[config.mk]
export PLATFORM = sky130hd
export DESIGN_NAME = can_frame_decoder
export DESIGN_NICKNAME = d
export VERILOG_FILES = /design/src/rtl/can_frame_decoder.sv
export SDC_FILE = /design/constraint.sdc
export NUM_CORES = 1
export LEC_CHECK = 0
export BUFFER_PORTS_ARGS = -buffer_cell sky130_fd_sc_hd__buf_2
export CORE_AREA = 5 5 134 136
export DETAILED_ROUTE_END_ITERATION = 12
export DIE_AREA = 0 0 139 141
export GPL_TIMING_DRIVEN = 0
export PLACE_DENSITY = 0.88
export SYNTH_ARGS = -nofsm -noshare
export SYNTH_HDL_FRONTEND = slang
export SYNTH_SLANG_ARGS = --single-unit
[constraint.sdc]
create_clock -name i_Clock -period 2.95 [get_ports i_Clock]
set_clock_uncertainty 0.15 [all_clocks]
set_input_delay 0.59 -clock i_Clock [delete_from_list [all_inputs] [get_ports i_Clock]]
set_output_delay 0.59 -clock i_Clock [all_outputs]
set_load 0.05 [all_outputs]
[src/rtl/can_frame_decoder.sv]
// can_frame_decoder: receive-only classic CAN base-frame parser with CRC-15, form and stuff checks.
module can_frame_decoder #(
  parameter int CLKS_PER_BIT = 10,
  parameter int IDLE_BITS    = 11
) (
  input  logic        i_Clock,
  input  logic        i_Reset_n,
  input  logic        i_Bit,
  input  logic        i_Bit_Valid,
  input  logic        i_Ignora_Bit,
  input  logic        i_Erro_Flag,
  output logic [10:0] o_Id,
  output logic        o_Rtr,
  output logic [3:0]  o_Dlc,
  output logic [63:0] o_Data,
  output logic        o_Frame_DV,
  output logic        o_Crc_Error,
  output logic        o_Form_Error,
  output logic        o_Busy
);
  typedef enum logic [3:0] {S_WAIT, S_IDLE, S_ID, S_CTRL, S_DATA, S_CRC, S_CDEL, S_ACK, S_ADEL, S_EOF} state_t;
  localparam int TW = $clog2(2*CLKS_PER_BIT+1);
  state_t        state_q, state_d;
  logic [6:0]    cnt_q, cnt_d;
  logic [14:0]   crc_q, crc_d, rxcrc_q, rxcrc_d, crc_nxt;
  logic [10:0]   id_q, id_d;
  logic          rtr_q, rtr_d;
  logic [3:0]    dlc_q, dlc_d;
  logic [63:0]   data_q, data_d;
  logic [TW-1:0] tmr_q, tmr_d;
  logic          fdv_d, cerr_d, ferr_d, in_scope;
  logic [6:0]    nbits;
  assign o_Busy   = !(state_q inside {S_WAIT, S_IDLE});
  assign in_scope = state_q inside {S_IDLE, S_ID, S_CTRL, S_DATA, S_CRC};
  assign crc_nxt  = {crc_q[13:0], 1'b0} ^ ((i_Bit ^ crc_q[14]) ? 15'h4599 : 15'h0);
  assign nbits    = dlc_q[3] ? 7'd64 : {1'b0, dlc_q[2:0], 3'b000};
  always_comb begin
    state_d = state_q;
    cnt_d   = cnt_q;
    crc_d   = crc_q;
    rxcrc_d = rxcrc_q;
    id_d    = id_q;
    rtr_d   = rtr_q;
    dlc_d   = dlc_q;
    data_d  = data_q;
    tmr_d   = (o_Busy && !i_Bit_Valid) ? tmr_q + TW'(1) : '0;
    fdv_d   = 1'b0;
    cerr_d  = 1'b0;
    ferr_d  = 1'b0;
    if (i_Bit_Valid) begin
      if (in_scope && i_Erro_Flag) begin
        ferr_d  = 1'b1;
        state_d = S_WAIT;
        cnt_d   = '0;
      end else if (!(in_scope && i_Ignora_Bit)) begin
        cnt_d = cnt_q + 7'd1;
        case (state_q)
          S_WAIT: begin
            if (!i_Bit) cnt_d = '0;
            else if (cnt_q == 7'(IDLE_BITS-1)) begin
              state_d = S_IDLE;
              cnt_d   = '0;
            end
          end
          S_IDLE: begin
            cnt_d = '0;
            if (!i_Bit) begin
              // a dominant SOF folded into a zero CRC leaves it zero
              state_d = S_ID;
              crc_d   = '0;
              data_d  = '0;
            end
          end
          S_ID: begin
            id_d  = {id_q[9:0], i_Bit};
            crc_d = crc_nxt;
            if (cnt_q == 7'd10) begin
              state_d = S_CTRL;
              cnt_d   = '0;
            end
          end
          S_CTRL: begin
            crc_d = crc_nxt;
            if (cnt_q == 7'd0) rtr_d = i_Bit;
            else if (cnt_q == 7'd1 && i_Bit) begin
              ferr_d  = 1'b1;
              state_d = S_WAIT;
              cnt_d   = '0;
            end else if (cnt_q >= 7'd3) dlc_d = {dlc_q[2:0], i_Bit};
            if (cnt_q == 7'd6) begin
              state_d = (rtr_q || dlc_d == 4'd0) ? S_CRC : S_DATA;
              cnt_d   = '0;
            end
          end
          S_DATA: begin
            crc_d = crc_nxt;
            data_d[6'(7'd63 - cnt_q)] = i_Bit;
            if (cnt_q == nbits - 7'd1) begin
              state_d = S_CRC;
              cnt_d   = '0;
            end
          end
          S_CRC: begin
            rxcrc_d = {rxcrc_q[13:0], i_Bit};
            if (cnt_q == 7'd14) begin
              state_d = S_CDEL;
              cnt_d   = '0;
            end
          end
          S_CDEL: begin
            cnt_d   = '0;
            cerr_d  = crc_q != rxcrc_q;
            ferr_d  = crc_q == rxcrc_q && !i_Bit;
            state_d = (cerr_d || ferr_d) ? S_WAIT : S_ACK;
          end
          S_ACK: begin
            cnt_d   = '0;
            state_d = S_ADEL;
          end
          S_ADEL: begin
            cnt_d   = '0;
            ferr_d  = !i_Bit;
            state_d = i_Bit ? S_EOF : S_WAIT;
          end
          S_EOF: begin
            if (!i_Bit) begin
              ferr_d  = 1'b1;
              state_d = S_WAIT;
              cnt_d   = '0;
            end else if (cnt_q == 7'd6) begin
              fdv_d   = 1'b1;
              state_d = S_IDLE;
              cnt_d   = '0;
            end
          end
          default: begin
            state_d = S_WAIT;
            cnt_d   = '0;
          end
        endcase
      end
    end else if (o_Busy && tmr_q == TW'(2*CLKS_PER_BIT-1)) begin
      ferr_d  = 1'b1;
      state_d = S_WAIT;
      cnt_d   = '0;
      tmr_d   = '0;
    end
  end
  always_ff @(posedge i_Clock or negedge i_Reset_n) begin
    if (!i_Reset_n) begin
      state_q      <= S_WAIT;
      cnt_q        <= '0;
      crc_q        <= '0;
      rxcrc_q      <= '0;
      id_q         <= '0;
      rtr_q        <= 1'b0;
      dlc_q        <= '0;
      data_q       <= '0;
      tmr_q        <= '0;
      o_Id         <= '0;
      o_Rtr        <= 1'b0;
      o_Dlc        <= '0;
      o_Data       <= '0;
      o_Frame_DV   <= 1'b0;
      o_Crc_Error  <= 1'b0;
      o_Form_Error <= 1'b0;
    end else begin
      state_q      <= state_d;
      cnt_q        <= cnt_d;
      crc_q        <= crc_d;
      rxcrc_q      <= rxcrc_d;
      id_q         <= id_d;
      rtr_q        <= rtr_d;
      dlc_q        <= dlc_d;
      data_q       <= data_d;
      tmr_q        <= tmr_d;
      o_Frame_DV   <= fdv_d;
      o_Crc_Error  <= cerr_d;
      o_Form_Error <= ferr_d;
      if (fdv_d) begin
        o_Id   <= id_q;
        o_Rtr  <= rtr_q;
        o_Dlc  <= dlc_q;
        o_Data <= data_q;
      end
    end
  end
endmodule

**After elaboration in Yosys (flattened, before gate mapping)**

Index checks and enable logic that the tools add are counted.

- $add $sub $neg: 4
- Multipliers: 0
- Divide/modulo/power cells: 0
- $lt $le $gt $ge: 3
- Equality and inequality tests: 28
- Shift-type cells: 0
- Mux-type cells: 70
- Bitwise gates (word level): 4
- Reduce and logical (&&, ||, !) cells: 29

Operator list:

| cell | number |
|---|---|
| 64-bit case mux with 2 select lines | 1 |
| 7-bit 2-to-1 mux | 14 |
| 4-bit 2-to-1 mux | 23 |
| 64-bit bitwise mux | 1 |
| 64-bit 2-to-1 mux | 1 |
| 7-bit case mux with 6 select lines | 1 |
| 4-bit case mux with 10 select lines | 1 |
| 15-bit 2-to-1 mux | 2 |
| 15-bit case mux with 2 select lines | 1 |
| 1-bit 2-to-1 mux | 19 |
| 4-bit by 3-bit equality test with 1-bit output, second input constant | 4 |
| 4-bit by 2-bit != test with 1-bit output, second input constant | 4 |
| 15-bit equality test | 1 |
| 5-bit 2-to-1 mux | 3 |
| 15-bit != test | 1 |
| 5-bit AND reduction | 3 |
| 15-bit bitwise XOR | 1 |
| 7-bit by 4-bit equality test with 1-bit output, second input constant | 2 |
| 4-bit AND reduction | 3 |
| 11-bit AND reduction | 1 |
| 4-bit by 2-bit equality test with 1-bit output, second input constant | 2 |
| 4-bit equality test, second input constant | 2 |
| 4-bit logical NOT | 2 |
| 4-bit by 3-bit != test with 1-bit output, second input constant | 2 |
| 30 further kinds | 43 |

- Register bits: 209
- Bits in latches: 0
- Memory bits (writable): 0
- Memory bits (read-only): 0
- Input bits: 6
- Output and inout port bits: 84
- Memories kept: 0

**Longest topological paths before layout**

- Word-level depth: 16
- Depth in mapped cells: 11

**Worst setup path before layout**

No wires, ideal clock.

- Kind: input to register
- From: in i_Bit
- To: reg data_q[14]
- Setup time: 0.136 ns
- Arrival: 2.297 ns
- Path slack: 0.367 ns
- Cell stages on the path: 9
- Buffers on the path: 3
- Path through: buf_2 -> or3b_2 -> o21ai_0 -> nand4_2 -> buf_6 -> or3_1 -> buf_6 -> o211ai_2 -> o31ai_2

- Longest elaborated chain between the ends: 2
- Elaborated cells on any way between the ends: 4

RTL lines:

| element | line | RTL |
|---|---|---|
| start: declaration | 8 | `input logic i_Bit,` |
| 2-bit != test (no line) or 64-bit bitwise mux (tied branches) | n/a |  |
| 5-bit AND reduction (no line) or 64-bit case mux with 2 select lines (tied branches) | n/a |  |
| end signal: assignment | 175 | `data_q <= data_d;` |
| end: declaration | 29 | `logic [63:0] data_q, data_d;` |

Several ways; a longest one is shown, not always the timed one.
A chain may end at the register's enable or synchronous reset.

**Worst setup path in the final report**

- From: reg state_q[1]
- To: reg data_q[4]

- Longest elaborated chain between the ends: 5
- Elaborated cells on any way between the ends: 14

RTL lines:

| element | line | RTL |
|---|---|---|
| start: declaration | 23 | `state_t state_q, state_d;` |
| start signal: assignment | 168 | `state_q <= state_d;` |
| 4-bit by 1-bit equality test with 1-bit output, or another cell as far along | 34, 57 |  |
| 5-bit nonzero test | 34 | `assign in_scope = state_q inside {S_IDLE, S_ID, S_CTRL, S_DATA, S_CRC};` |
| 1-bit logical AND, on equally long branches | 55, 51 |  |
| 1-bit NOT (no line) | n/a |  |
| 5-bit AND reduction (no line) | n/a |  |

Several ways; a longest one is shown, not always the timed one.

==> flow_summary.toml <==
[power_and_ir_drop]
leakage_nw = 5.609
internal_power_w = 0.004439
power_switching_w = 0.001197
p_total_w = 0.005636
pwr-share-comb = 0.027
seqPwrFrac = 0.509
ir_drop_uv = 347.4
power_frac_clock = 0.464
netSwitchingFraction = 0.2124
power_density_nw_per_um2 = 514.8

[floorplan]
num_rows = 48
io_pins = 90
die_y_um = 141
die-area_sq_um = 19600
core_region_area_sq_um = 16820
die_w_um = 139
start_util = 0.5623

[finish]
layout-drive-gt1-share = 0.1721
area_growth_pct = 15.79
finalNetCount = 1144
utilization = 0.6510
nFillCells = 1273
diodes = 0

[routing]
drc = 0
vias_per_cell = 5.669
avgRoutedWirePerCell_um = 17.13
dr.pass1.iters = 5
ant_nets = 0
dr_total_vias = 7766
first_iter_violations = 728
totalWireLength_um = 23470

[synth]
synth_area_leader_cell = "dfrtp_1"
synth-compound-area-share = 0.09872
synthXorXnorAreaFrac = 0.02779
synth_simple_gate_area_frac = 0.2437
synth_cell_types = 62
synth-adder-area-share = 0.007940
yosysSeqAreaShare = 0.5531
syn_area_per_cell_sq_um = 9.288
syn_nets = 1030
synthCells = 1018
ys.flop_type = "dfrtp_1"
async_flop_share = 1.000
synth_edf_count = 0
yosys.area.top_type_share = 0.5531
synth_area_sq_um = 9455
synthMuxAreaShare = 0.03652
ys_seq_elements = 209
synth.area.top_cells = "dfrtp_1 (55%), nand2_1 (15%), o21ai_0 (3.3%), mux2_2 (3.3%), nand3_1 (3.2%)"
ys_warn_count = 0
synth_top_family_by_area = "simple AND/OR/NAND/NOR gates"

[critical_path]
r2r-end = "data_q[4]$_DFFE_PN0P_"
cp.required_ps = 3160
crit_path_end_kind = "register"
worst-r2r-cell-count = 8
crit_fanout = 10
worst-r2r-setup-slack_ps = 140
worstSetupPathType = "reg -> reg"
cp_data_arrival_time_ps = 3020
cp-start-kind = "register"
r2r-start = "state_q[1]$_DFFE_PN0P_"

[timing]
final_hold_viol_count = 0
worstMarginPinSlew_ps = 1097
rsz0062_at_grt = "no"
setup_viol = 0
finalMaxSlewViolations = 0
clock.fmax_mhz = 356.2
period_minus_slack_ps = 2808
slew_headroom = 0.2668
timing.final.crit_share = 0.9518

[clocking]
numCtsBuffers = 21
htree_levels = 1
cts-root-buf = "clkbuf_16"
clkSinkCount = 209
clk_latency_ps = 490
cts_tree = "done"
clockBufferDepth = 3
path_clk_slew_ps = 70

[grt]
grt-ovfl-total = 0
grt_pass1_wl_um = 38990
grt_pass1_vias = 7871
track_usage = 0.2392
antenna_found_initial = 0
grt_max_degree = 127

[run]
maxCapViolations = 0

[hold_path]
holdPathStages = 2
hp-start = "i_Bit_Valid"
worstHoldPathType = "in -> reg"
min_to = "o_Crc_Error$_DFF_PN0_"

[placed_design]
gp_congestion = 0.9151
portBuffers = 88
dpl.hpwl_um = 15720

[run_status]
status = "finished, final reports clean"
==> how the worst max path moves through the flow <==
stage	from	to	slack (ps)
after global placement	i_Reset_n	o_Data[43]$_DFFE_PN0P_	-2260
after global routing	cnt_q[0]$_DFFE_PN0P_	state_q[1]$_DFFE_PN0P_	40
after CTS	state_q[1]$_DFFE_PN0P_	data_q[25]$_DFFE_PN0P_	30
final	state_q[1]$_DFFE_PN0P_	data_q[4]$_DFFE_PN0P_	140
after floorplan	i_Bit	data_q[14]$_DFFE_PN0P_	370
after detailed placement	i_Bit	data_q[25]$_DFFE_PN0P_	-200
==> power groups by stage <==
stage / Combinational, W / Clock [W] / Sequential [W]
2_1_floorplan: 0.0000566 / 0 / 0.00293
3_3_place_gp: 0.000140 / 0 / 0.00292
3_5_place_dp: 0.000147 / 0 / 0.00292
4_1_cts: 0.000151 / 0.00263 / 0.00287
5_1_grt: 0.000171 / 0.00275 / 0.00287
6_report: 0.000152 / 0.00261 / 0.00287
==> repair_timing <==
item | CTS | global route
buffers inserted | 0 | 1
hold buffers | 1 | 0
setup endpoints to repair | 80 | 98
pin swaps | 0 | 0
gates resized for setup | 2 | 10
hold endpoints to repair | 83 | 0
==> synthesized netlist by cell type (6+ instances only) <==
cell type	instances
nand3_1	61
o21ai_0	63
dfrtp_1	209
mux2_2	28
ha_1	6
xnor2_1	9
o211ai_1	7
a21oi_1	33
nand2b_1	8
nand3b_1	7
xor2_1	21
clkbuf_1	35
nor2_1	26
nor3_1	12
o31ai_1	9
nand2_1	366
buf_2	17
inv_1	7
==> sequential cells by signal, summed over array words and instances, names as in the netlist, 4 cells and up <==
| signal | cells |
|---|---|
| id_q | 11 |
| data_q | 64 |
| o_Dlc | 4 |
| o_Data | 64 |
| state_q | 4 |
| tmr_q | 5 |
| crc_q | 15 |
| rxcrc_q | 15 |
| o_Id | 11 |
| dlc_q | 4 |
| cnt_q | 7 |
==> logic make-up (layout without fill, tap and decap cells) <==
family          count (synthesis)  after routing
flops                         209            209
simple gates                  525            525
mux                            31             31
buf+inv                        69            196
fa+ha+maj                       6              6
compound gates                148            148
xor+xnor                       30             30
==> metrics by stage <==
stage	setup slack (ps)	cells	hold WS [ps]	setup TNS, ps	area (sq um)
after floorplan	366.9	1018	144.4	0	9455
after global placement	-2263	1331	299.2	-474880	10180
after detailed placement	-202.7	1332	306.5	-12970	10210
after CTS	34.87	1369	303.6	0	10900
after global routing	44.83	1370	316.5	0	10950
final	142.3	1370	302.9	0	10950
==> layout make-up <==
cell class	instances	area, sq um	area share
Buffer	60	271.5	0.02480
Clock buffer	30	579.3	0.05291
Clock inverter	6	83.83	0.007657
Inverter	9	36.28	0.003314
Multi-Input combinational cell	740	3970	0.3626
Sequential cell	209	5230	0.4777
Tap cell	225	281.5	0.02571
Timing Repair Buffer	91	495.5	0.04526
==> critical path, stage by stage (launching register included) <==
cell	delay, ps
dfrtp_1	370
buf_6	140
or3_4	400
a31oi_4	240
nand4_2	190
buf_6	210
a21oi_1	540
buf_2	350
a21oi_1	90
==> layer usage <==
metal,track usage,wire length [um],up-vias
met5,0,0,-
met4,0.07981,541,0
met3,0.04410,1479,55
met2,0.4173,11950,275
met1,0.3033,9502,3796
li1,-,-,3640
==> cell usage in the layout, fill, tap and decap left out, types with 12 or more instances in the layout <==
cell type,instances
xor2_1,21
mux2_2,28
clkbuf_1,41
nand3_1,60
nor2_1,24
o21ai_0,63
a21oi_1,32
clkbuf_16,21
buf_2,104
nor3_1,12
nand2_1,366
dfrtp_1,209
No activity file was read; power rests on OpenSTA's default activity.
